`src/rtl/cache_replace_pkg.sv`:
```
// Shared types and LFSR constants for the random-replacement victim controller.
// Tap masks are indexed by LFSR width; bit n set means state bit n feeds back.
package cache_replace_pkg;

  typedef enum logic [1:0] {
    IDLE   = 2'd0,
    SELECT = 2'd1,
    RESP   = 2'd2
  } state_e;

  localparam logic [7:0] LFSR_SEED = 8'h02;

  localparam logic [7:0] TAP_W3 = 8'h05;
  localparam logic [7:0] TAP_W4 = 8'h09;
  localparam logic [7:0] TAP_W5 = 8'h1B;
  localparam logic [7:0] TAP_W6 = 8'h36;
  localparam logic [7:0] TAP_W7 = 8'h69;
  localparam logic [7:0] TAP_W8 = 8'hA6;

  function automatic logic [7:0] lfsr_taps(input int w);
    case (w)
      3:       lfsr_taps = TAP_W3;
      4:       lfsr_taps = TAP_W4;
      5:       lfsr_taps = TAP_W5;
      6:       lfsr_taps = TAP_W6;
      7:       lfsr_taps = TAP_W7;
      default: lfsr_taps = TAP_W8;
    endcase
  endfunction

endpackage

```
`src/rtl/replace_lfsr.sv`:
```
// Fibonacci LFSR that shifts right; feedback enters at the MSB.
// Advances only when enabled, so the sequence tracks committed fills.
module replace_lfsr
  import cache_replace_pkg::*;
#(
  parameter int W = 4
) (
  input  logic         clk,
  input  logic         rst_n,
  input  logic         i_en,
  output logic [W-1:0] o_state
);

  localparam logic [7:0]   TAPS8 = lfsr_taps(W);
  localparam logic [W-1:0] TAPS  = TAPS8[W-1:0];
  localparam logic [W-1:0] SEED  = LFSR_SEED[W-1:0];

  logic [W-1:0] r_state;
  logic         w_fb;

  assign w_fb = ^(r_state & TAPS);

  always_ff @(posedge clk or negedge rst_n) begin
    if (!rst_n) begin
      r_state <= SEED;
    end else if (i_en) begin
      r_state <= {w_fb, r_state[W-1:1]};
    end
  end

  assign o_state = r_state;

endmodule

```
`src/rtl/cache_replace_ctrl.sv`:
```
// Victim-way selection for a random-replacement set-associative cache.
// Invalid unlocked ways win; otherwise an LFSR-based rotating scan skips locks.
module cache_replace_ctrl
  import cache_replace_pkg::*;
#(
  parameter  int NUMWAYS   = 4,
  localparam int LOGWAYS   = $clog2(NUMWAYS),
  localparam int LFSRWIDTH = (LOGWAYS + 2 > 3) ? LOGWAYS + 2 : 3
) (
  input  logic               clk,
  input  logic               reset_n,
  input  logic               ReqValid,
  output logic               ReqReady,
  input  logic [NUMWAYS-1:0] ValidWays,
  input  logic [NUMWAYS-1:0] LockedWays,
  output logic               VictimValid,
  output logic [NUMWAYS-1:0] VictimWay,
  output logic               NoVictim,
  input  logic               FillDone,
  input  logic               FlushStage,
  output logic               Busy
);

  state_e               r_state;
  state_e               w_next;
  logic [NUMWAYS-1:0]   r_valid;
  logic [NUMWAYS-1:0]   r_locked;
  logic [NUMWAYS-1:0]   r_victim;
  logic                 r_novictim;
  logic [LFSRWIDTH-1:0] w_lfsr;
  logic [NUMWAYS:0]     w_pick;
  logic                 w_accept;
  logic                 w_adv;
  logic                 w_unused_lfsr;

  // Result is {no_victim, one_hot_way}.
  function automatic logic [NUMWAYS:0] pick_victim(
    input logic [NUMWAYS-1:0] vld,
    input logic [NUMWAYS-1:0] lck,
    input logic [LOGWAYS-1:0] base
  );
    logic [NUMWAYS-1:0] free;
    logic [LOGWAYS-1:0] idx;
    logic               found;
    pick_victim = '0;
    free        = ~vld & ~lck;
    found       = 1'b0;
    for (int i = 0; i < NUMWAYS; i++) begin
      if (!found && free[i]) begin
        pick_victim[i] = 1'b1;
        found          = 1'b1;
      end
    end
    for (int i = 0; i < NUMWAYS; i++) begin
      idx = base + LOGWAYS'(i);
      if (!found && !lck[idx]) begin
        pick_victim[idx] = 1'b1;
        found            = 1'b1;
      end
    end
    if (!found) begin
      pick_victim[NUMWAYS] = 1'b1;
    end
  endfunction

  replace_lfsr #(
    .W(LFSRWIDTH)
  ) u_lfsr (
    .clk    (clk),
    .rst_n  (reset_n),
    .i_en   (w_adv),
    .o_state(w_lfsr)
  );

  assign w_pick        = pick_victim(r_valid, r_locked, w_lfsr[LOGWAYS-1:0]);
  assign w_unused_lfsr = ^w_lfsr[LFSRWIDTH-1:LOGWAYS];

  always_comb begin
    w_next   = r_state;
    w_accept = 1'b0;
    w_adv    = 1'b0;
    ReqReady = 1'b0;
    unique case (r_state)
      IDLE: begin
        ReqReady = !FlushStage;
        if (ReqValid && !FlushStage) begin
          w_accept = 1'b1;
          w_next   = SELECT;
        end
      end
      SELECT: begin
        w_next = FlushStage ? IDLE : RESP;
      end
      RESP: begin
        if (FlushStage || r_novictim) begin
          w_next = IDLE;
        end else if (FillDone) begin
          w_next = IDLE;
          w_adv  = 1'b1;
        end
      end
      default: w_next = IDLE;
    endcase
  end

  always_ff @(posedge clk or negedge reset_n) begin
    if (!reset_n) begin
      r_state    <= IDLE;
      r_valid    <= '0;
      r_locked   <= '0;
      r_victim   <= '0;
      r_novictim <= 1'b0;
    end else begin
      r_state <= w_next;
      if (w_accept) begin
        r_valid  <= ValidWays;
        r_locked <= LockedWays;
      end
      if (r_state == SELECT) begin
        {r_novictim, r_victim} <= w_pick;
      end
    end
  end

  assign Busy        = (r_state != IDLE);
  assign VictimValid = (r_state == RESP);
  assign VictimWay   = VictimValid ? r_victim : '0;
  assign NoVictim    = VictimValid & r_novictim;

endmodule

```
`config.mk`:
```
export PLATFORM = sky130hd
export DESIGN_NAME = cache_replace_ctrl
export DESIGN_NICKNAME = d
export VERILOG_FILES = /design/src/rtl/cache_replace_pkg.sv /design/src/rtl/replace_lfsr.sv /design/src/rtl/cache_replace_ctrl.sv
export SDC_FILE = /design/constraint.sdc
export NUM_CORES = 1
export LEC_CHECK = 0
export BUFFER_PORTS_ARGS = -buffer_cell sky130_fd_sc_hd__buf_2
export CAP_MARGIN = 25
export CORE_MARGIN = 4
export CORE_UTILIZATION = 49
export CTS_CLUSTER_SIZE = 24
export DETAILED_ROUTE_END_ITERATION = 10
export HOLD_SLACK_MARGIN = 0.05
export PLACE_DENSITY = 0.77
export SLEW_MARGIN = 20
export SYNTH_ARGS = -nofsm -noshare
export SYNTH_HDL_FRONTEND = slang
export SYNTH_SLANG_ARGS = --single-unit
```
`constraint.sdc`:
```
create_clock -name clk -period 2.3 [get_ports clk]
set_input_delay 0.345 -clock clk [delete_from_list [all_inputs] [get_ports clk]]
set_output_delay 0.345 -clock clk [all_outputs]
set_load 0.1 [all_outputs]
```
# Yosys cells after proc, flatten, opt, wreduce, memory -nomap -nowiden
# Cells that the tools add are included.
# word_totals
regBits	19
latchBits	0
ramBits	0
romBits	0
input_bits	13
output_inout_bits	8
elab_cells	106
memories	0
# op_classes
add_sub_neg	3
n_mul	0
div_mod_pow	0
order_cmp	12
n_eq_ne	4
shifts	0
n_mux	44
n_bitwise	8
reduce_logical	29
# op_table
cell	count
2-to-1 mux 1 bit	26
less-than comparator 2 x 4 -> 1 bit (second input constant)	4
2-to-1 mux 5 bit	3
OR 5 x 4 -> 5 bit	3
logical AND 1 bit	12
zero test 1 bit	12
less-than comparator 2 x 3 -> 1 bit (second input constant)	4
binary-select mux 1 bit (select 2 bit)	4
demux 1 bit (select 2 bit)	4
greater-or-equal comparator 2 x 1 -> 1 bit (second input constant)	4
2-to-1 mux 2 bit	4
2-to-1 mux 4 bit	2
NOT 4 bit	2
case mux 2 bit (3 select lines)	1
adder 2 bit (second input constant)	2
AND 4 bit	1
OR 4 bit	1
parity 4 bit	1
!= test 3 x 1 -> 1 bit (second input constant)	1
adder 2 x 1 -> 2 bit (second input constant)	1
== test 2 x 1 -> 1 bit (second input constant)	1
== test 2 bit (second input constant)	1
zero test 2 bit	1
!= test 2 bit (second input constant)	1
other kinds (4)	4

# Logic depth before layout (Yosys ltp)
# Gate-level depths: netlist of run 1.
# depth
ltp_word	25
ltp_mapped	7
mapped_depth_nobuf	6

# Modules after synthesis
# A second synthesis of run 1 with hierarchy kept.
# unflattened
hier_cells	106
area_unflattened_um2	1171.1
# modules_own_cells
mod	n_inst	cells_each	area_per_inst_um2	seq_area_each_um2
cache_replace_ctrl	1	97	1023.5	375.4
replace_lfsr	1	9	147.6	101.3

# Least setup slack after synthesis of run 1
# Ideal clock, no wire load.
# synth_path
path_type	register to register
from	register r_state[1]
to	register r_locked[0]
setup_ns	0.125
t_arrival_ns	3.041
path_slack_ns	-0.865
path_stages_with_launch	6
n_path_buf	1
synth_period_minus_slack_ns	3.165
path_cell_list	dfrtp_1 or2_2 nor2_1 and2_1 buf_2 mux2_2
# synth_via
elab_chain_len	2
# synth_rtl
element	line	text
from (decl)	cache_replace_ctrl.sv:24	state_e r_state;
from (signal assigned)	cache_replace_ctrl.sv:114	r_state <= w_next;
zero test 2 bit	cache_replace_ctrl.sv:83	unique case (r_state)
2-to-1 mux 1 bit	cache_replace_ctrl.sv:83	
to (signal assigned)	cache_replace_ctrl.sv:117	r_locked <= LockedWays;
to (decl)	cache_replace_ctrl.sv:27	logic [NUMWAYS-1:0] r_locked;
# Every way passes these cells.
# A chain may end at the register's enable or synchronous reset.

# Worst setup path in the final report of run 1
# layout_path
from	register u_lfsr.r_state[1] (netlist: u_lfsr.o_state[1])
to	register r_victim[3]
# layout_via
elab_chain_len	14
word_cells_on_any_way	53
cone_classes	add/sub (3); order compare (8); mux (23); bitwise (4); reduce/logical (15)
# layout_rtl
element	line	text
from (decl)	replace_lfsr.sv:18	logic [W-1:0] r_state;
from (signal assigned)	replace_lfsr.sv:27	r_state <= {w_fb, r_state[W-1:1]};
parallel branches: the longest is 13 deep, another holds less-than comparator 2 x 4 -> 1 bit	n/a	
2-to-1 mux 5 bit (*)	cache_replace_ctrl.sv:56	if (!found && !lck[idx]) begin
to (signal assigned)	cache_replace_ctrl.sv:120	{r_novictim, r_victim} <= w_pick;
to (decl)	cache_replace_ctrl.sv:28	logic [NUMWAYS-1:0] r_victim;
# Every way passes the cells marked *. The select of a mux whose other input is x is not followed.

==> results of run 1 <==
stage by stage:
stage	worst slack, ns	instance area [um^2]
detailed placement	0.0868	1300
finish	0.154	1340
CTS	0.0680	1340
global placement	0.154	1300
global route	0.0192	1340
floorplan	0.135	1180
final timing paths:
path,startpoint,endpoint,slack [ns],depth (start not counted)
min in group asynchronous,reset_n,r_victim[3],0.50,2
max reg2reg,u_lfsr.o_state[1],r_victim[3],0.15,6
max in group asynchronous,reset_n,u_lfsr.o_state[1],1.48,2
max,u_lfsr.o_state[1],r_victim[3],0.15,6
min,FlushStage,r_state[1],0.26,2
min reg2reg,u_lfsr.o_state[3],u_lfsr.o_state[3],0.49,1
sequential cells by signal (all words and copies together), names as in the netlist:
name / flops
r_locked: 4
r_valid: 4
r_victim: 4
u_lfsr.o_state: 4
r_state: 2
r_novictim: 1
cells in the final DEF (no fill, tap or decap), types with 5 or more instances in the layout:
master   Yosys  final
and2_1       6      6
buf_2        1     20
dfrtp_1     18     18
inv_1        5      5
mux2_2       9      9
nand3_1      5      5
nor2_1      17     16
o21ai_0      7      7
final cells by class:
cell class	instances	area, um^2
clock buffers	4	26.3
fillers	195	897
flip-flops and latches	19	477
inverters	5	18.8
repair buffers	24	133
multi-input cells	84	647
well taps	28	35.0
cell families after synthesis:
kind of cell	share of synthesized area
adder cells (fa/ha/maj)	0.0427
XOR/XNOR	0.00748
flip-flops	0.407
AO/OA/AOI/OAI	0.119
multiplexers	0.170
buffers and inverters	0.0459
AND/OR/NAND/NOR	0.208
worst max-delay path: stages, from the launching register on:
cell	delay, ns
dfstp_2	0.54
inv_1	0.06
ha_1	0.33
mux4_2	0.57
and3b_1	0.23
a31oi_1	0.18
a31oi_1	0.10
repair_timing:
action	CTS	global route
buffers inserted	0	0
endpoints found under the setup margin	0	4
hold buffers	1	0
gates resized for setup	0	1
hold endpoints to repair	18	0
layer usage:
layer / vias to the layer above / routed length (um)
li1: 457 / -
met1: 428 / 1090
met2: 23 / 1150
met3: 6 / 137
met4: 0 / 59
met5: - / 0
power by group through the flow:
stage               registers, W  clock network [W]  logic [W]
global route            0.000507           0.000199   0.000685
finish                  0.000495           0.000168   0.000617
CTS                     0.000493           0.000173   0.000614
global placement        0.000493                  0   0.000605
detailed placement      0.000499                  0   0.000612
floorplan               0.000488                  0   0.000495
==> metrics, run 1 <==
die height 56.9 um; Sw Ratio 0.405; Clock Sinks 19; Final period util 0.933; combinational share of power 0.482; met1 Use GR 0.227; hold crit path type in -> reg; layout cell share with drive strength beyond 1 0.331; setup TNS 0 ns; # diodes 0; post-detailed-placement half-perimeter wirelength 1910 um; max-slew violations 0; total gr overflow 0; DR iter-0 viols 12; max cap viols 0; All-Layer GR Usage 0.168; Max Freq 466 MHz; vias in the first global route 882; crit-path max FO 7; area delta synth->final 14.1%; Main synth FF type dfrtp_1; commonest cells in the netlist 18 x dfrtp_1, 17 x nor2_1, 9 x mux2_2, 7 x o21ai_0, 6 x and2_1; cell accounting for the most synthesized area dfrtp_1; WL final 2430 um; critical path required time 2.48 ns; routability cong. 0.933; Warnings, synthesis 0; Initial Util 0.524; mean post-synth cell area 10.4 um^2; Max Root-Sink Buffers 2; number of I/O pins 21; top cell type's share of synthesized area 0.385; root buffer cell clkbuf_4; Net Switching 0.000518 W; Clock Skew 0.00839 ns; grt met2 use 0.254; via density per instance 5.57; Peak supply drop 0.000563 V; EDFF count, synth 0; first-pass GRT wire length 4170 um; crit end category flop; vias post-DR 914; Clk pwr share 0.131; most numerous cell in the Yosys netlist dfrtp_1; Syn Nets 130; Die X 56.9 um; pin count of the biggest net entering global routing 20; min Tclk post-route 2.15 ns; placed instance count 159; post-layout util 0.598; PortBufs 20; Seq/Total Area, Yosys 0.407; Seq cells post-synth 19; post-route ant nets 0; startpoint types flop; CTS Buf Count 3; WS Path Type reg -> reg; count of final setup violators 0; Rows 17; Slew @ Worst Pin 0.489 ns; Seq pwr share 0.387; worst skew pair latency 0.30 ns; met3 Use GR 0.0368; Leak 0.599 nW; max_slew headroom 0.676; # DRC 0; Synth Cell Area 0.00117 mm^2; CTS tree built; drt pass-1 iters 4; Tot Pwr 0.00128 W; FFs w/ async S/R, synth 1.00; Internal 0.000762 W; Worst-path clk slew 0.11 ns; Die ar. 0.00324 mm^2; routed len/inst 14.8 um; ranking of synthesized cells by area dfrtp_1 38%, mux2_2 8.7%, nor2_1 5.4%; Final Non-Filler Cells 164; post-synthesis cell count 113; initial antenna violation count 0; synth unique cells 35; busiest layer in global routing met2; PD cells 958 mW/mm^2; hold slack 0.260 ns; Arr. time, crit path 2.33 ns; final hold violations 0; outcome complete, no violations; RSZ-0062 raised after global routing false; Placeable Area 0.00223 mm^2; # H-tree levels 1; fin nets 154
Power figures use the tool's default switching activity.
==> run 2, diff against run 1 <==
CORE_MARGIN = 3   (was 4)
==> run 2 against run 1 <==
Compared with the run above: register-to-register slack about the same; critical path depth unchanged; largest power group unchanged; cell area is essentially flat; via count is 5.0% higher.
==> metrics, run 2 (same netlist as run 1, synthesis figures left out) <==
outcome complete, no violations; Peak supply drop 0.000583 V (+3.6%); die height 54.9 um (-3.5%); vias in the first global route 983 (+11%); routability cong. 0.959 (+2.8%); Die ar. 0.00301 mm^2 (-6.9%); routed len/inst 15.0 um (+0.94%); count of final setup violators 0 (unchanged); max-slew violations 0 (unchanged); multi-input logic area 647 um^2 (unchanged); Post-Place Worst Slack 0.0953 ns (+0.00854 ns); # H-tree levels 1 (unchanged); Final Worst Setup Slack 0.168 ns (+0.0139 ns); setup TNS 0 ns (unchanged); most frequent cells in the layout 20 x buf_2, 18 x dfrtp_1, 16 x nor2_1; Max Root-Sink Buffers 2 (unchanged); Worst-path clk slew 0.11 ns (about the same); crit end category flop; crit-path max FO 7 (unchanged); Die X 54.9 um (-3.5%); max_slew headroom 0.676 (about the same); All-Layer GR Usage 0.194 (+0.0260); max cap viols 0 (unchanged); min Tclk post-route 2.13 ns (-0.0139 ns); Final period util 0.927 (-0.00605); total gr overflow 0 (unchanged); Arr. time, crit path 2.30 ns (-0.03 ns); post-route ant nets 0 (unchanged); hold crit path type in -> reg; WL final 2460 um (+0.94%); Clock Sinks 19 (unchanged); CTS tree built; initial antenna violation count 0 (unchanged); startpoint types flop; Leak 0.602 nW (+0.46%); Fill cells 204 (+4.6%); fin nets 154 (unchanged); PD cells 957 mW/mm^2 (about the same); via density per instance 5.85 (+5.0%); layout cell share with drive strength beyond 1 0.338 (+0.00735); critical path required time 2.47 ns (about the same); placed instance count 159 (unchanged); drt pass-1 iters 4 (unchanged); CTS Buf Count 3 (unchanged); CP peak stage delay 0.57 ns (about the same); # DRC 0 (unchanged); Rows 17 (unchanged); PortBufs 20 (unchanged); DR iter-0 viols 12 (unchanged); RSZ-0062 raised after global routing false; WS Path Type reg -> reg; Placeable Area 0.00223 mm^2 (unchanged); Initial Util 0.524 (unchanged); root buffer cell clkbuf_4; # diodes 0 (unchanged); post-detailed-placement half-perimeter wirelength 1940 um (+1.4%); crit path buf inv count 1 (unchanged); worst skew pair latency 0.29 ns (about the same); crit path cell chain inv_1, ha_1, mux4_2, and4b_1, o21ai_0, a41oi_1; final hold violations 0 (unchanged); CP max stage cell mux4_2; area delta synth->final 14.2% (about the same); pin count of the biggest net entering global routing 20 (unchanged); Clock Skew 0.000985 ns (-0.00741 ns); vias post-DR 960 (+5.0%); first-pass GRT wire length 4110 um (-1.5%); commonest non-fill, non-tap cell in the layout buf_2; CP delay by family, top multiplexers; Sequential Area 477 um^2 (unchanged); number of I/O pins 21 (unchanged); Max Freq 469 MHz (+0.65%); Final Non-Filler Cells 164 (unchanged); Slew @ Worst Pin 0.489 ns (+0.000125 ns)
[run 2: metal layers]
| layer | track usage | share of wire | vias to the layer above |
|---|---|---|---|
| li1 | - | - | 452 |
| met5 | 0 | 0 | - |
| met3 | 0.0402 | 0.060 | 6 |
| met4 | 0.0850 | 0.020 | 0 |
| met2 | 0.366 | 0.53 | 35 |
| met1 | 0.204 | 0.39 | 467 |
[run 2: worst paths after layout]
path | from | slack (ns) | depth (start not counted) | to
min | FlushStage | 0.26 | 2 | r_state[1]
max in group asynchronous | reset_n | 1.47 | 2 | u_lfsr.o_state[1]
min in group asynchronous | reset_n | 0.50 | 2 | r_state[0]
max | u_lfsr.o_state[1] | 0.17 | 6 | r_victim[0]
max reg2reg | u_lfsr.o_state[1] | 0.17 | 6 | r_victim[0]
min reg2reg | u_lfsr.o_state[3] | 0.48 | 1 | u_lfsr.o_state[3]
[run 2: power breakdown]
part           switching (W)  total [W]  internal, W  leakage, nW
Combinational       0.000350   0.000620     0.000270        0.357
Sequential         0.0000701   0.000494     0.000424        0.227
Clock               0.000102   0.000167    0.0000647       0.0177
Total               0.000522    0.00128     0.000759        0.602
[run 2: layout make-up]
| class | instances | share of cell area |
|---|---|---|
| Clock buffer | 3 | 0.0168 |
| Clock inverter | 1 | 0.00374 |
| Inverter | 5 | 0.0140 |
| Multi-Input combinational cell | 84 | 0.484 |
| Sequential cell | 19 | 0.356 |
| Tap cell | 28 | 0.0262 |
| Timing Repair Buffer | 24 | 0.0992 |
[run 2: worst register-to-register path: stages (launching register included)]
cell,delay [ns]
dfstp_2,0.55
inv_1,0.06
ha_1,0.32
mux4_2,0.57
and4b_1,0.22
o21ai_0,0.16
a41oi_1,0.13
[run 2: per-stage QoR]
step	power, W	util	area [um^2]	hold WS (ns)
finish	0.00128	0.599	1340	0.256
global route	0.00138	0.599	1340	0.236
CTS	0.00128	0.601	1340	0.252
detailed placement	0.00111	0.584	1300	0.300
global placement	0.00109	0.584	1300	0.294
floorplan	0.000983	-	1180	0.0494
[run 2: timing repair]
| item | CTS | global route |
|---|---|---|
| gates resized for setup | 0 | 1 |
| hold buffers | 1 | 0 |
| buffers inserted | 0 | 0 |
| endpoints found under the hold margin | 18 | 0 |
| endpoints found under the setup margin | 0 | 4 |
